<file path="config.mk">
export PLATFORM = sky130hd
export DESIGN_NAME = iobus_master_flat
export DESIGN_NICKNAME = d
export VERILOG_FILES = /design/src/rtl/iobus_master_pkg.sv /design/src/rtl/iobus_master_if.sv /design/src/rtl/iobus_timeout_cnt.sv /design/src/rtl/iobus_master.sv /design/src/flat_wrapper.sv
export VERILOG_INCLUDE_DIRS = /design/src /design/src/rtl
export SDC_FILE = /design/constraint.sdc
export NUM_CORES = 1
export LEC_CHECK = 0
export BUFFER_PORTS_ARGS = -buffer_cell sky130_fd_sc_hd__buf_2
export CAP_MARGIN = 15
export CORE_ASPECT_RATIO = 1.1
export CORE_MARGIN = 2
export CORE_UTILIZATION = 30
export DETAILED_ROUTE_END_ITERATION = 10
export PLACE_DENSITY_LB_ADDON = 0.2
export SETUP_SLACK_MARGIN = 0.3
export SYNTH_ARGS = -nofsm -noshare
export SYNTH_HDL_FRONTEND = slang
export SYNTH_HIERARCHICAL = 1
export SYNTH_SLANG_ARGS = --single-unit
</file>
<file path="constraint.sdc">
create_clock -name Clk -period 5.5 [get_ports Clk]
set_input_delay 0.825 -clock Clk [delete_from_list [all_inputs] [get_ports Clk]]
set_output_delay 0.825 -clock Clk [all_outputs]
set_load 0.005 [all_outputs]
</file>
<file path="src/rtl/iobus_defs.vh">
// Shared IO bus constants: FSM state encodings, bus widths and default timeout.
`ifndef IOBUS_DEFS_VH
`define IOBUS_DEFS_VH

`define IOBUS_ST_IDLE          2'd0
`define IOBUS_ST_STROBE        2'd1
`define IOBUS_ST_WAIT          2'd2
`define IOBUS_ST_RESP          2'd3

`define IOBUS_AW               32
`define IOBUS_DW               32
`define IOBUS_BEW              4

`define IOBUS_TIMEOUT_DEFAULT  255

`endif

</file>
<file path="src/rtl/iobus_master_pkg.sv">
// IO bus master package: widths, state constants and the address-step helper.
package iobus_master_pkg;
`include "iobus_defs.vh"

    localparam int AW              = `IOBUS_AW;
    localparam int DW              = `IOBUS_DW;
    localparam int BEW             = `IOBUS_BEW;
    localparam int LENW            = 8;
    localparam int TIMEOUT_DEFAULT = `IOBUS_TIMEOUT_DEFAULT;

    localparam logic [1:0] ST_IDLE   = `IOBUS_ST_IDLE;
    localparam logic [1:0] ST_STROBE = `IOBUS_ST_STROBE;
    localparam logic [1:0] ST_WAIT   = `IOBUS_ST_WAIT;
    localparam logic [1:0] ST_RESP   = `IOBUS_ST_RESP;

    // Plain unsigned add so the burst address wraps modulo 2^AW.
    function automatic logic [AW-1:0] next_addr(input logic [AW-1:0] a, input int step);
        return a + AW'(step);
    endfunction
endpackage

</file>
<file path="src/rtl/iobus_master_if.sv">
// Command/response and IO bus signals of the burst master, with master/slave views.
interface iobus_master_if;
    import iobus_master_pkg::*;

    logic            cmd_valid;
    logic            cmd_ready;
    logic            cmd_write;
    logic [AW-1:0]   cmd_addr;
    logic [LENW-1:0] cmd_len;
    logic [BEW-1:0]  cmd_be;
    logic [DW-1:0]   cmd_wdata;
    logic            wdata_req;
    logic            rsp_valid;
    logic [DW-1:0]   rsp_rdata;
    logic            rsp_last;
    logic            rsp_error;
    logic            IO_Addr_Strobe;
    logic            IO_Read_Strobe;
    logic            IO_Write_Strobe;
    logic [AW-1:0]   IO_Address;
    logic [BEW-1:0]  IO_Byte_Enable;
    logic [DW-1:0]   IO_Write_Data;
    logic [DW-1:0]   IO_Read_Data;
    logic            IO_Ready;

    modport master (
        input  cmd_valid, cmd_write, cmd_addr, cmd_len, cmd_be, cmd_wdata,
               IO_Read_Data, IO_Ready,
        output cmd_ready, wdata_req, rsp_valid, rsp_rdata, rsp_last, rsp_error,
               IO_Addr_Strobe, IO_Read_Strobe, IO_Write_Strobe,
               IO_Address, IO_Byte_Enable, IO_Write_Data
    );

    modport slave (
        output cmd_valid, cmd_write, cmd_addr, cmd_len, cmd_be, cmd_wdata,
               IO_Read_Data, IO_Ready,
        input  cmd_ready, wdata_req, rsp_valid, rsp_rdata, rsp_last, rsp_error,
               IO_Addr_Strobe, IO_Read_Strobe, IO_Write_Strobe,
               IO_Address, IO_Byte_Enable, IO_Write_Data
    );
endinterface

</file>
<file path="src/rtl/iobus_timeout_cnt.sv">
// Wait-cycle counter; expired is high in the TIMEOUT_CYCLES-th enabled cycle.
module iobus_timeout_cnt #(
    parameter int TIMEOUT_CYCLES = 255
) (
    input  logic Clk,
    input  logic Reset,
    input  logic clear,
    input  logic enable,
    output logic expired
);
    localparam int W = $clog2(TIMEOUT_CYCLES + 1);

    logic [W-1:0] cnt;

    // Compare against N-1 so the FSM leaves WAIT after exactly N idle cycles.
    assign expired = enable && (cnt == W'(TIMEOUT_CYCLES - 1));

    always_ff @(posedge Clk or posedge Reset) begin
        if (Reset)
            cnt <= '0;
        else if (clear)
            cnt <= '0;
        else if (enable && !expired)
            cnt <= cnt + 1'b1;
    end
endmodule

</file>
<file path="src/rtl/iobus_master.sv">
// Burst IO bus master: one strobe per word, waits for IO_Ready, one response pulse per word.
// Optional per-word timeout enabled by defining IOBUS_MASTER_TIMEOUT_EN.
module iobus_master
    import iobus_master_pkg::*;
#(
    parameter int TIMEOUT_CYCLES = TIMEOUT_DEFAULT,
    parameter int ADDR_STEP      = 4
) (
    input  logic           Clk,
    input  logic           Reset,
    iobus_master_if.master bus
);
    logic [1:0]      state;
    logic [AW-1:0]   addr_q;
    logic [LENW-1:0] len_q;
    logic [LENW-1:0] cnt_q;
    logic [BEW-1:0]  be_q;
    logic            wr_q;
    logic [DW-1:0]   rdata_q;
    logic            err_q;
    logic            to_expired;
    logic            st_strobe;
    logic            st_resp;
    logic            last_word;

    assign st_strobe = (state == ST_STROBE);
    assign st_resp   = (state == ST_RESP);
    // A timed-out word also ends the burst; the remaining words are dropped.
    assign last_word = (cnt_q == len_q) || err_q;

`ifdef IOBUS_MASTER_TIMEOUT_EN
    iobus_timeout_cnt #(.TIMEOUT_CYCLES(TIMEOUT_CYCLES)) u_timeout (
        .Clk     (Clk),
        .Reset   (Reset),
        .clear   (st_strobe),
        .enable  (state == ST_WAIT),
        .expired (to_expired)
    );
`else
    logic unused_timeout;
    assign to_expired     = 1'b0;
    assign unused_timeout = (TIMEOUT_CYCLES != 0);
`endif

    always_ff @(posedge Clk or posedge Reset) begin
        if (Reset) begin
            state   <= ST_IDLE;
            addr_q  <= '0;
            len_q   <= '0;
            cnt_q   <= '0;
            be_q    <= '0;
            wr_q    <= 1'b0;
            rdata_q <= '0;
            err_q   <= 1'b0;
        end else begin
            case (state)
                ST_IDLE: begin
                    if (bus.cmd_valid) begin
                        addr_q <= bus.cmd_addr;
                        len_q  <= bus.cmd_len;
                        be_q   <= bus.cmd_be;
                        wr_q   <= bus.cmd_write;
                        cnt_q  <= '0;
                        err_q  <= 1'b0;
                        state  <= ST_STROBE;
                    end
                end
                ST_STROBE: begin
                    // IO_Ready is deliberately not looked at here: a stale high must not finish the word.
                    rdata_q <= '0;
                    err_q   <= 1'b0;
                    state   <= ST_WAIT;
                end
                ST_WAIT: begin
                    if (bus.IO_Ready) begin
                        if (!wr_q)
                            rdata_q <= bus.IO_Read_Data;
                        state <= ST_RESP;
                    end else if (to_expired) begin
                        err_q <= 1'b1;
                        state <= ST_RESP;
                    end
                end
                ST_RESP: begin
                    if (last_word) begin
                        state <= ST_IDLE;
                    end else begin
                        addr_q <= next_addr(addr_q, ADDR_STEP);
                        cnt_q  <= cnt_q + 1'b1;
                        state  <= ST_STROBE;
                    end
                end
                default: state <= ST_IDLE;
            endcase
        end
    end

    // All outputs decode from state so an asynchronous reset clears them at once.
    assign bus.cmd_ready       = (state == ST_IDLE);
    assign bus.IO_Addr_Strobe  = st_strobe;
    assign bus.IO_Read_Strobe  = st_strobe && !wr_q;
    assign bus.IO_Write_Strobe = st_strobe && wr_q;
    assign bus.IO_Address      = addr_q;
    assign bus.IO_Byte_Enable  = (st_strobe && wr_q) ? be_q : '0;
    assign bus.IO_Write_Data   = (st_strobe && wr_q) ? bus.cmd_wdata : '0;
    assign bus.wdata_req       = st_strobe && wr_q;

    assign bus.rsp_valid = st_resp;
    assign bus.rsp_last  = st_resp && last_word;
    assign bus.rsp_error = st_resp && err_q;
    assign bus.rsp_rdata = (st_resp && !wr_q) ? rdata_q : '0;
endmodule

</file>
<file path="src/flat_wrapper.sv">
// flat-port wrapper written by rule: the top's interface ports become plain ports
module iobus_master_flat import iobus_master_pkg::*;
#(
    parameter int TIMEOUT_CYCLES = TIMEOUT_DEFAULT,
    parameter int ADDR_STEP      = 4
)
  (Clk, Reset, bus_cmd_valid, bus_cmd_write, bus_cmd_addr, bus_cmd_len, bus_cmd_be, bus_cmd_wdata, bus_IO_Read_Data, bus_IO_Ready, bus_cmd_ready, bus_wdata_req, bus_rsp_valid, bus_rsp_rdata, bus_rsp_last, bus_rsp_error, bus_IO_Addr_Strobe, bus_IO_Read_Strobe, bus_IO_Write_Strobe, bus_IO_Address, bus_IO_Byte_Enable, bus_IO_Write_Data);
  iobus_master_if bus_i ();
  input  logic Clk;
  input  logic Reset;
  input wire logic [$bits(bus_i.cmd_valid)-1:0] bus_cmd_valid;
  input wire logic [$bits(bus_i.cmd_write)-1:0] bus_cmd_write;
  input wire logic [$bits(bus_i.cmd_addr)-1:0] bus_cmd_addr;
  input wire logic [$bits(bus_i.cmd_len)-1:0] bus_cmd_len;
  input wire logic [$bits(bus_i.cmd_be)-1:0] bus_cmd_be;
  input wire logic [$bits(bus_i.cmd_wdata)-1:0] bus_cmd_wdata;
  input wire logic [$bits(bus_i.IO_Read_Data)-1:0] bus_IO_Read_Data;
  input wire logic [$bits(bus_i.IO_Ready)-1:0] bus_IO_Ready;
  output wire logic [$bits(bus_i.cmd_ready)-1:0] bus_cmd_ready;
  output wire logic [$bits(bus_i.wdata_req)-1:0] bus_wdata_req;
  output wire logic [$bits(bus_i.rsp_valid)-1:0] bus_rsp_valid;
  output wire logic [$bits(bus_i.rsp_rdata)-1:0] bus_rsp_rdata;
  output wire logic [$bits(bus_i.rsp_last)-1:0] bus_rsp_last;
  output wire logic [$bits(bus_i.rsp_error)-1:0] bus_rsp_error;
  output wire logic [$bits(bus_i.IO_Addr_Strobe)-1:0] bus_IO_Addr_Strobe;
  output wire logic [$bits(bus_i.IO_Read_Strobe)-1:0] bus_IO_Read_Strobe;
  output wire logic [$bits(bus_i.IO_Write_Strobe)-1:0] bus_IO_Write_Strobe;
  output wire logic [$bits(bus_i.IO_Address)-1:0] bus_IO_Address;
  output wire logic [$bits(bus_i.IO_Byte_Enable)-1:0] bus_IO_Byte_Enable;
  output wire logic [$bits(bus_i.IO_Write_Data)-1:0] bus_IO_Write_Data;
  assign bus_i.cmd_valid = bus_cmd_valid;
  assign bus_i.cmd_write = bus_cmd_write;
  assign bus_i.cmd_addr = bus_cmd_addr;
  assign bus_i.cmd_len = bus_cmd_len;
  assign bus_i.cmd_be = bus_cmd_be;
  assign bus_i.cmd_wdata = bus_cmd_wdata;
  assign bus_i.IO_Read_Data = bus_IO_Read_Data;
  assign bus_i.IO_Ready = bus_IO_Ready;
  assign bus_cmd_ready = bus_i.cmd_ready;
  assign bus_wdata_req = bus_i.wdata_req;
  assign bus_rsp_valid = bus_i.rsp_valid;
  assign bus_rsp_rdata = bus_i.rsp_rdata;
  assign bus_rsp_last = bus_i.rsp_last;
  assign bus_rsp_error = bus_i.rsp_error;
  assign bus_IO_Addr_Strobe = bus_i.IO_Addr_Strobe;
  assign bus_IO_Read_Strobe = bus_i.IO_Read_Strobe;
  assign bus_IO_Write_Strobe = bus_i.IO_Write_Strobe;
  assign bus_IO_Address = bus_i.IO_Address;
  assign bus_IO_Byte_Enable = bus_i.IO_Byte_Enable;
  assign bus_IO_Write_Data = bus_i.IO_Write_Data;
  iobus_master #(.TIMEOUT_CYCLES(TIMEOUT_CYCLES), .ADDR_STEP(ADDR_STEP)) u_core (.Clk(Clk), .Reset(Reset), .bus(bus_i));
endmodule
</file>
======== Word level (Yosys, flattened, before mapping) ========
Index checks and enable logic that the tools add are counted.
operators by class
  muxes and demuxes ....................... 18
  reductions and logical operators ........ 16
  add/subtract/negate cells ............... 2
  eq/ne operators ......................... 8
operators with widths
  operator               number
  $mux 32                6
  $pmux 32 s2            2
  $add 32x3->32 const B  1
  $mux 8                 2
  $pmux 8 s2             1
  $add 8x1->8 const B    1
  $eq 8x8->1             1
  $ne 2x2->1 const B     4
  $pmux 2 s4             1
  $reduce_and 2->1       3
  $reduce_and 3->1       2
  $reduce_bool 2->1      3
  $logic_and 1x1->1      5
  $eq 2x2->1 const B     2
  $mux 2                 2
  $mux 4                 1
  $eq 2x1->1 const B     1
  $logic_not 2->1        1
  $mux 1                 2
  $pmux 1 s2             1
  $logic_not 1->1        1
  $logic_or 1x1->1       1
storage, ports and cells
  logic and storage cells ................. 52
  output and inout bits ................... 108
  register bits ........................... 88

======== Depth between registers and ports, before layout ========
Gate-level depths: netlist of the first run.
  depth in word-level cells ............... 4
  gate-level depth with buffers ........... 9
  mapped depth without buffers ............ 7

======== Worst setup path after synthesis of the first run ========
Ideal clock, no wire load.
  path kind ............................... register -> output
  from .................................... register u_core.state[1]
  to ...................................... output bus_rsp_rdata[10]
  slack ................................... 3084 ps
  buffers on the path ..................... 3
  arrival ................................. 1591 ps
  cell stages (with the launch flop) ...... 8
  cells stage by stage .................... dfrtp_1 > ha_1 > clkbuf_1 > inv_1 > clkbuf_1 > nor2_1 > clkbuf_1 > and2_1
on the way
  cells in the longest elaborated chain, start to end .. 3
RTL lines
  element                   line                 source
  start: declaration        iobus_master.sv:13   logic [1:0] state;
  start signal: assignment  iobus_master.sv:47   state <= ST_IDLE;
  start signal: assignment  iobus_master.sv:65   state <= ST_STROBE;
  start signal: assignment  iobus_master.sv:72   state <= ST_WAIT;
  $eq 2x2->1                iobus_master.sv:27   assign st_resp = (state == ST_RESP);
  named net bus_rsp_valid   flat_wrapper.sv:21   output wire logic [$bits(bus_i.rsp_valid)-1:0] bus_rsp_valid;
  $logic_and 1x1->1         iobus_master.sv:111  assign bus.rsp_rdata = (st_resp && !wr_q) ? rdata_q : '0;
  $mux 32                   iobus_master.sv:111
  end: declaration          flat_wrapper.sv:22   output wire logic [$bits(bus_i.rsp_rdata)-1:0] bus_rsp_rdata;
The timed path passes the listed nets, and every way through them passes these cells.

======== Worst setup path after layout of the first run ========
  from .................................... register u_core.state[0]
  to ...................................... register u_core.cnt_q[4]
on the way
  cells in the longest elaborated chain, start to end .. 3
  elaborated cells on any way between the ends .. 7
RTL lines
  element                                                                  line                source
  $eq 2x2->1 / $logic_not 2->1 (equally long branches)                     iobus_master.sv:56  case (state)
  $ne 2x2->1 (no source line) / $reduce_bool 2->1 (equally long branches)  n/a
  $reduce_and 3->1 (no source line)                                        n/a
  end signal: assignment                                                   iobus_master.sv:89  cnt_q <= cnt_q + 1'b1;
  end: declaration                                                         iobus_master.sv:16  logic [LENW-1:0] cnt_q;
Parallel ways exist; a longest one is shown, timed or not.
A chain may end at the register's enable or synchronous reset.

==> flow_summary_export.csv, run 1 <==
group,metric,value,unit
run_status,status,"complete, no violations",
setup_path,r2r_cells,8,
min_path,hold_end,"u_core/rdata_q[17]",
floorplanning,die_h,140,um
place,place_hpwl,11300,um
min_path,worstHoldPathCells,2,
cts,clockBufferDepth,2,
place,pre_cts_ws,2.45,ns
grt,track_usage,17.6,%
setup_path,crit_slowest_cell,"nand2_1",
setup_path,path_cells,"inv_1 > ha_1 > nand2_1 > o21ai_2 > buf_4 > nand2_1 > o311ai_0 > o41ai_1",
cts,cts_max_level,3,
synth,synth-async-reset-ratio,100,%
synth,ys_seq_elements,87,
grt,grt_overflow,0,
cts,cts_tree,"done",
floorplanning,boundaryPins,221,
cells_and_area,mostFrequentLayoutCell,"buf_2",
floorplanning,die_w,127,um
grt,grt_pass1_wl,25000,um
synth,synth_cell_types,60,
sta,fin_tns_setup,0,ns
synth,syn_nets,709,
setup_path,cp_max_fo,22,
cts,clkLatencyLatePin,0.35,ns
floorplanning,core,16400,um^2
power,switchingPower,1.46,mW
sta,max_freq,329,MHz
power,p_per_area,520,nW/um^2
floorplanning,rows,49,
power,pwr-share-clk,20.8,%
power,p_comb_share,45.5,%
drt,dr_total_vias,4980,
cells_and_area,synthToLayoutAreaGrowth,32.7,%
drt,drtPass1Iterations,4,
power,p_int,2.00,mW
cells_and_area,fin_nets,906,
grt,antenna_found_initial,0,
setup_path,worst_setup_path_start_kind,"flop",
floorplanning,start_util,30.7,%
place,place.gp.congestion,0.790,
setup_path,path_class,"flop to flop",
cts,cts_setup_buffers,0,
synth,syn_inst,588,
cells_and_area,utilization,40.8,%
grt,grt_pass1_vias,4615,
floorplanning,fp.dieArea,17800,um^2
grt,grt_max_degree,71,
place,io_buffer_count,219,
cts,ctsResizeCount,0,
drt,drtAntennaViolNets,0,
cells_and_area,num_antenna_cells,0,
setup_path,cp.arrival,3.26,ns
synth,ys_seq_area_share,43.3,%
synth,synth_top_flop_cell,"dfrtp_1",
power,vdd_drop_max,0.214,mV
drt,post-route-drc-count,0,
setup_path,critPathCaptureType,"flop",
setup_path,crit_path_frequent_cell,"nand2_1",
cts,cts_root_buf,"clkbuf_16",
setup_path,cp-startpoint,"u_core/state[0]",
setup_path,reg2reg_slack,2.46,ns
power,p_leak,3.36,nW
run,maxCapViolations,0,
cts,path_clk_slew,0.06,ns
sta,hold_viol_final,0,
cts,clock-sinks,87,
drt,vias_per_cell,5.01,
min_path,hp-start,"u_core/rdata_q[17]",
power,pwr-share-seq,33.7,%
sta,finalSetupViolCount,0,
sta,slew_viol_final,0,
cells_and_area,layout-drive-gt1-share,34.9,%
cells_and_area,final_cell_mix,"buf_2 (219), nand2_1 (105), dfrtp_1 (87)",
drt,wl,15900,um
drt,drt_iter0_drc,320,
sta,period_minus_slack,3.04,ns
sta,fin_worst_skew,0.00426,ns
sta,rsz0062_at_grt,"no",
sta,slew_headroom,30.5,%
setup_path,reg2reg_from,"u_core/state[0]",
sta,worst_pin_slew,1.04,ns
setup_path,cp_slowest_stage_delay,0.57,ns
setup_path,cp.required,5.72,ns
cells_and_area,fill_cells,1696,
sta,finalCritPeriodShare,55.3,%
synth,ys.warnings.count,6,
drt,routedWlPerCell,16.0,um
cts,hold_buffers,0,
power,switching_share,42.2,%
synth,syn-cell-area,5030,um^2
synth,synth_area_per_cell,8.55,um^2
sta,timing.hold.ws,0.475,ns
synth,synth_edf_count,0,
sta,setup_ws,2.46,ns
min_path,hold_path_class,"flop to flop",
cts,cts_made_buffers,9,
setup_path,r2r_end,"u_core/cnt_q[4]",
## metrics by stage
stage	cells	power, mW	instance area (um^2)
after global routing	994	3.75	6670
final	994	3.47	6670
after global placement	977	2.74	6300
after CTS	993	3.48	6640
after detailed placement	977	2.74	6300
after floorplan	588	2.16	5030
## area by class of cell
cell class | count | area, um^2 | area share (%)
Clock buffer | 10 | 239 | 3.58
Clock inverter | 6 | 108 | 1.61
Inverter | 11 | 42.5 | 0.638
Multi-Input combinational cell | 446 | 2650 | 39.7
Sequential cell | 87 | 2180 | 32.6
Tap cell | 204 | 255 | 3.83
Timing Repair Buffer | 230 | 1200 | 18.0
## per-layer routing
layer  track usage, %  part of all wire [%]
met2             26.4                    45
met3             3.42                   6.2
met5                0                     0
met1             25.2                    47
met4             6.13                   1.8
## worst max-delay path, delay by kind of cell, from the launching register on
family / cells / cell delay (ns)
flops: 1 / 0.43
fa+ha+maj: 1 / 0.33
compound gates: 3 / 0.80
simple gates: 2 / 0.85
buf+inv: 2 / 0.50
## synthesized netlist by cell type, drive strengths merged (3+ instances only)
library cell,n,area share [%]
a21oi,34,3.4
a2bb2oi,3,0.52
a31oi,5,0.62
and2,34,4.2
and3,42,5.4
and4,3,0.57
buf,3,0.40
clkbuf,41,3.1
dfrtp,87,43
ha,8,2.0
inv,11,0.82
mux2,14,3.1
mux2i,5,1.0
nand2,106,8.1
nand3,15,1.5
nand4,12,1.8
nor2,26,2.3
nor3,11,1.1
nor4,6,0.87
o21ai,51,5.1
o22a,3,0.52
o22ai,15,1.9
o41ai,6,1.0
or2,3,0.37
or3,5,0.72
xnor2,8,1.4
## worst max path at each step
stage          cells after the start                   end
4_1_cts                            4  bus_IO_Write_Data[0]
3_3_place_gp                       7       u_core/cnt_q[4]
3_5_place_dp                       8       u_core/cnt_q[4]
2_1_floorplan                      1        u_core/be_q[0]
5_1_grt                            8       u_core/cnt_q[4]
6_report                           8       u_core/cnt_q[4]
## power groups by stage
| stage | registers (mW) | clock network (mW) | logic [mW] |
|---|---|---|---|
| floorplan | 1.09 | 0 | 1.08 |
| global placement | 1.18 | 0 | 1.56 |
| detailed placement | 1.18 | 0 | 1.57 |
| CTS | 1.17 | 0.738 | 1.57 |
| global route | 1.21 | 0.763 | 1.77 |
| finish | 1.17 | 0.722 | 1.58 |
## logic make-up after synthesis
logic type | count (synthesis) | share of synthesized area [%]
XOR/XNOR | 8 | 1.39
AND/OR/NAND/NOR | 273 | 28.3
flip-flops | 87 | 43.3
buffers and inverters | 55 | 4.28
other | 1 | 0.0746
multiplexers | 19 | 4.13
AO/OA/AOI/OAI | 137 | 16.5
adder cells (fa/ha/maj) | 8 | 1.99
## sequential cells by signal, summed over array words and instances (netlist names)
| register | flops |
|---|---|
| u_core/cnt_q | 8 |
| u_core/wr_q | 1 |
| u_core/state | 2 |
| u_core/bus.IO_Address | 32 |
| u_core/be_q | 4 |
| u_core/len_q | 8 |
| u_core/rdata_q | 32 |
No activity file was read; power rests on OpenSTA's default activity.
==> run 2: changes to the inputs <==
==> constraint.sdc (replaced) <==
create_clock -name Clk -period 2.5 [get_ports Clk]
set_input_delay 0.375 -clock Clk [delete_from_list [all_inputs] [get_ports Clk]]
set_output_delay 0.375 -clock Clk [all_outputs]
set_load 0.005 [all_outputs]
==> flow_summary_export.csv, run 2 (synthesis gave the netlist of run 1 again) <==
group,metric,value,unit
run,maxCapViolations,0,
drt,routedWlPerCell,16.1,um
cts,cts_tree,"done",
sta,max_freq,461,MHz
drt,drt_iter0_drc,275,
grt,grt_use_met3,4.65,%
setup_path,r2r_cells,6,
power,switchingPower,3.32,mW
sta,slew_viol_final,0,
drt,drtAntennaViolNets,0,
sta,period_minus_slack,2.17,ns
grt,grt_overflow,0,
cells_and_area,fill_cells,1668,
sta,fin_worst_skew,0.0134,ns
run_status,status,"complete, no violations",
grt,grt_pass1_wl,25700,um
cells_and_area,mostFrequentLayoutCell,"buf_2",
cts,clock-sinks,87,
grt,global_route.usage.met2,28.4,%
setup_path,worst_setup_path_start_kind,"flop",
sta,fin_tns_setup,0,ns
power,p_comb_share,50.4,%
setup_path,cp.required,2.73,ns
setup_path,r2r_end,"u_core/bus.IO_Address[30]",
floorplanning,core,16400,um^2
power,vdd_drop_max,0.652,mV
drt,wl,16300,um
floorplanning,rows,49,
cts,cts_root_buf,"clkbuf_16",
cts,clkLatencyLatePin,0.35,ns
cts,cts_max_level,3,
cells_and_area,layout-drive-gt1-share,38.4,%
place,place_hpwl,11400,um
place,io_buffer_count,219,
power,pwr-share-seq,32.8,%
floorplanning,die_h,140,um
grt,busiest_layer,"met2",
setup_path,critPathCaptureType,"flop",
drt,drtPass1Iterations,7,
setup_path,cp_max_fo,8,
floorplanning,boundaryPins,221,
grt,track_usage,18.2,%
grt,grt_pass1_vias,4731,
sta,worst_pin_slew,0.634,ns
power,p_int,4.34,mW
power,p_per_area,1110,nW/um^2
drt,dr_total_vias,5093,
floorplanning,die_w,127,um
cells_and_area,fin_nets,926,
place,place.gp.congestion,0.798,
setup_path,cp.arrival,2.40,ns
drt,post-route-drc-count,0,
sta,finalCritPeriodShare,86.7,%
setup_path,reg2reg_from,"u_core/bus.IO_Address[9]",
sta,timing.hold.ws,0.162,ns
floorplanning,fp.dieArea,17800,um^2
setup_path,reg2reg_slack,0.33,ns
cts,path_clk_slew,0.07,ns
grt,grt_max_degree,88,
cells_and_area,num_antenna_cells,0,
sta,hold_viol_final,0,
cells_and_area,synthToLayoutAreaGrowth,36.9,%
cts,cts_made_buffers,9,
sta,slew_headroom,57.7,%
setup_path,path_class,"flop to flop",
sta,finalSetupViolCount,0,
drt,vias_per_cell,5.02,
grt,antenna_found_initial,1,
floorplanning,start_util,30.7,%
min_path,hold_path_class,"input port to async pin",
power,switching_share,43.3,%
cts,clockBufferDepth,2,
power,p_leak,3.45,nW
power,pwr-share-clk,16.8,%
grt,use_met1,24.5,%
cells_and_area,final_cell_mix,"buf_2 (219), nand2_1 (104), dfrtp_1 (79)",
sta,rsz0062_at_grt,"yes",
## run 2: area by class of cell
class / instances / area (um^2) / area share, %
Clock inverter: 4 / 20.0 / 0.291
Tap cell: 204 / 255 / 3.71
Clock buffer: 12 / 256 / 3.73
Timing Repair Buffer: 250 / 1390 / 20.3
Sequential cell: 87 / 2190 / 31.8
Inverter: 11 / 45.0 / 0.655
Multi-Input combinational cell: 446 / 2720 / 39.6
## run 2: per-layer routing
layer  wire, um  vias to the layer above  part of all wire, %
li1           -                     2517                    -
met1       7250                     2357                   44
met2       7550                      193                   46
met3       1180                       24                  7.2
met4        352                        2                  2.2
met5         13                        -                0.080
## run 2: how the worst max path moves through the flow
stage | from | end | slack [ns] | cells after the start
2_1_floorplan | u_core/bus.IO_Address[2] | u_core/bus.IO_Address[30] | 0.38 | 6
3_3_place_gp | u_core/bus.IO_Address[2] | u_core/bus.IO_Address[30] | 0.30 | 6
3_5_place_dp | u_core/bus.IO_Address[2] | u_core/bus.IO_Address[30] | 0.24 | 6
4_1_cts | u_core/cnt_q[0] | bus_rsp_last | 0.29 | 6
5_1_grt | u_core/bus.IO_Address[9] | u_core/bus.IO_Address[30] | 0.27 | 6
6_report | u_core/bus.IO_Address[9] | u_core/bus.IO_Address[30] | 0.33 | 6
## run 2: critical path, stage by stage, from the launching register on
cell and delay [ns]:
dfrtp_1 0.51, nand4_4 0.23, nor2_8 0.18, nand2_4 0.08, or3_4 0.40, or4_1 0.51, o311a_1 0.13
## run 2: per-stage QoR
stage	instances	instance area, um^2	setup slack [ns]	utilization [%]	total power, mW
global placement	988	6420	0.303	39.2	6.16
floorplan	588	5030	0.375	-	4.76
global route	1014	6880	0.268	42.0	8.31
finish	1014	6880	0.333	42.0	7.66
CTS	1006	6760	0.293	41.3	7.58
detailed placement	988	6420	0.245	39.2	6.18
## run 2: power by group through the flow
stage | combinational, mW | clock [mW] | sequential (mW)
after floorplan | 2.37 | 0 | 2.39
after global placement | 3.66 | 0 | 2.51
after detailed placement | 3.67 | 0 | 2.51
after CTS | 3.75 | 1.33 | 2.50
after global routing | 4.32 | 1.40 | 2.59
final | 3.86 | 1.28 | 2.51
## run 2: repair_timing
action,in CTS,in global routing
pin swaps,0,8
gates cloned,1,0
buffers inserted,1,8
hold buffers,0,0
gates resized for setup,13,17
endpoints found under the setup margin,34,52
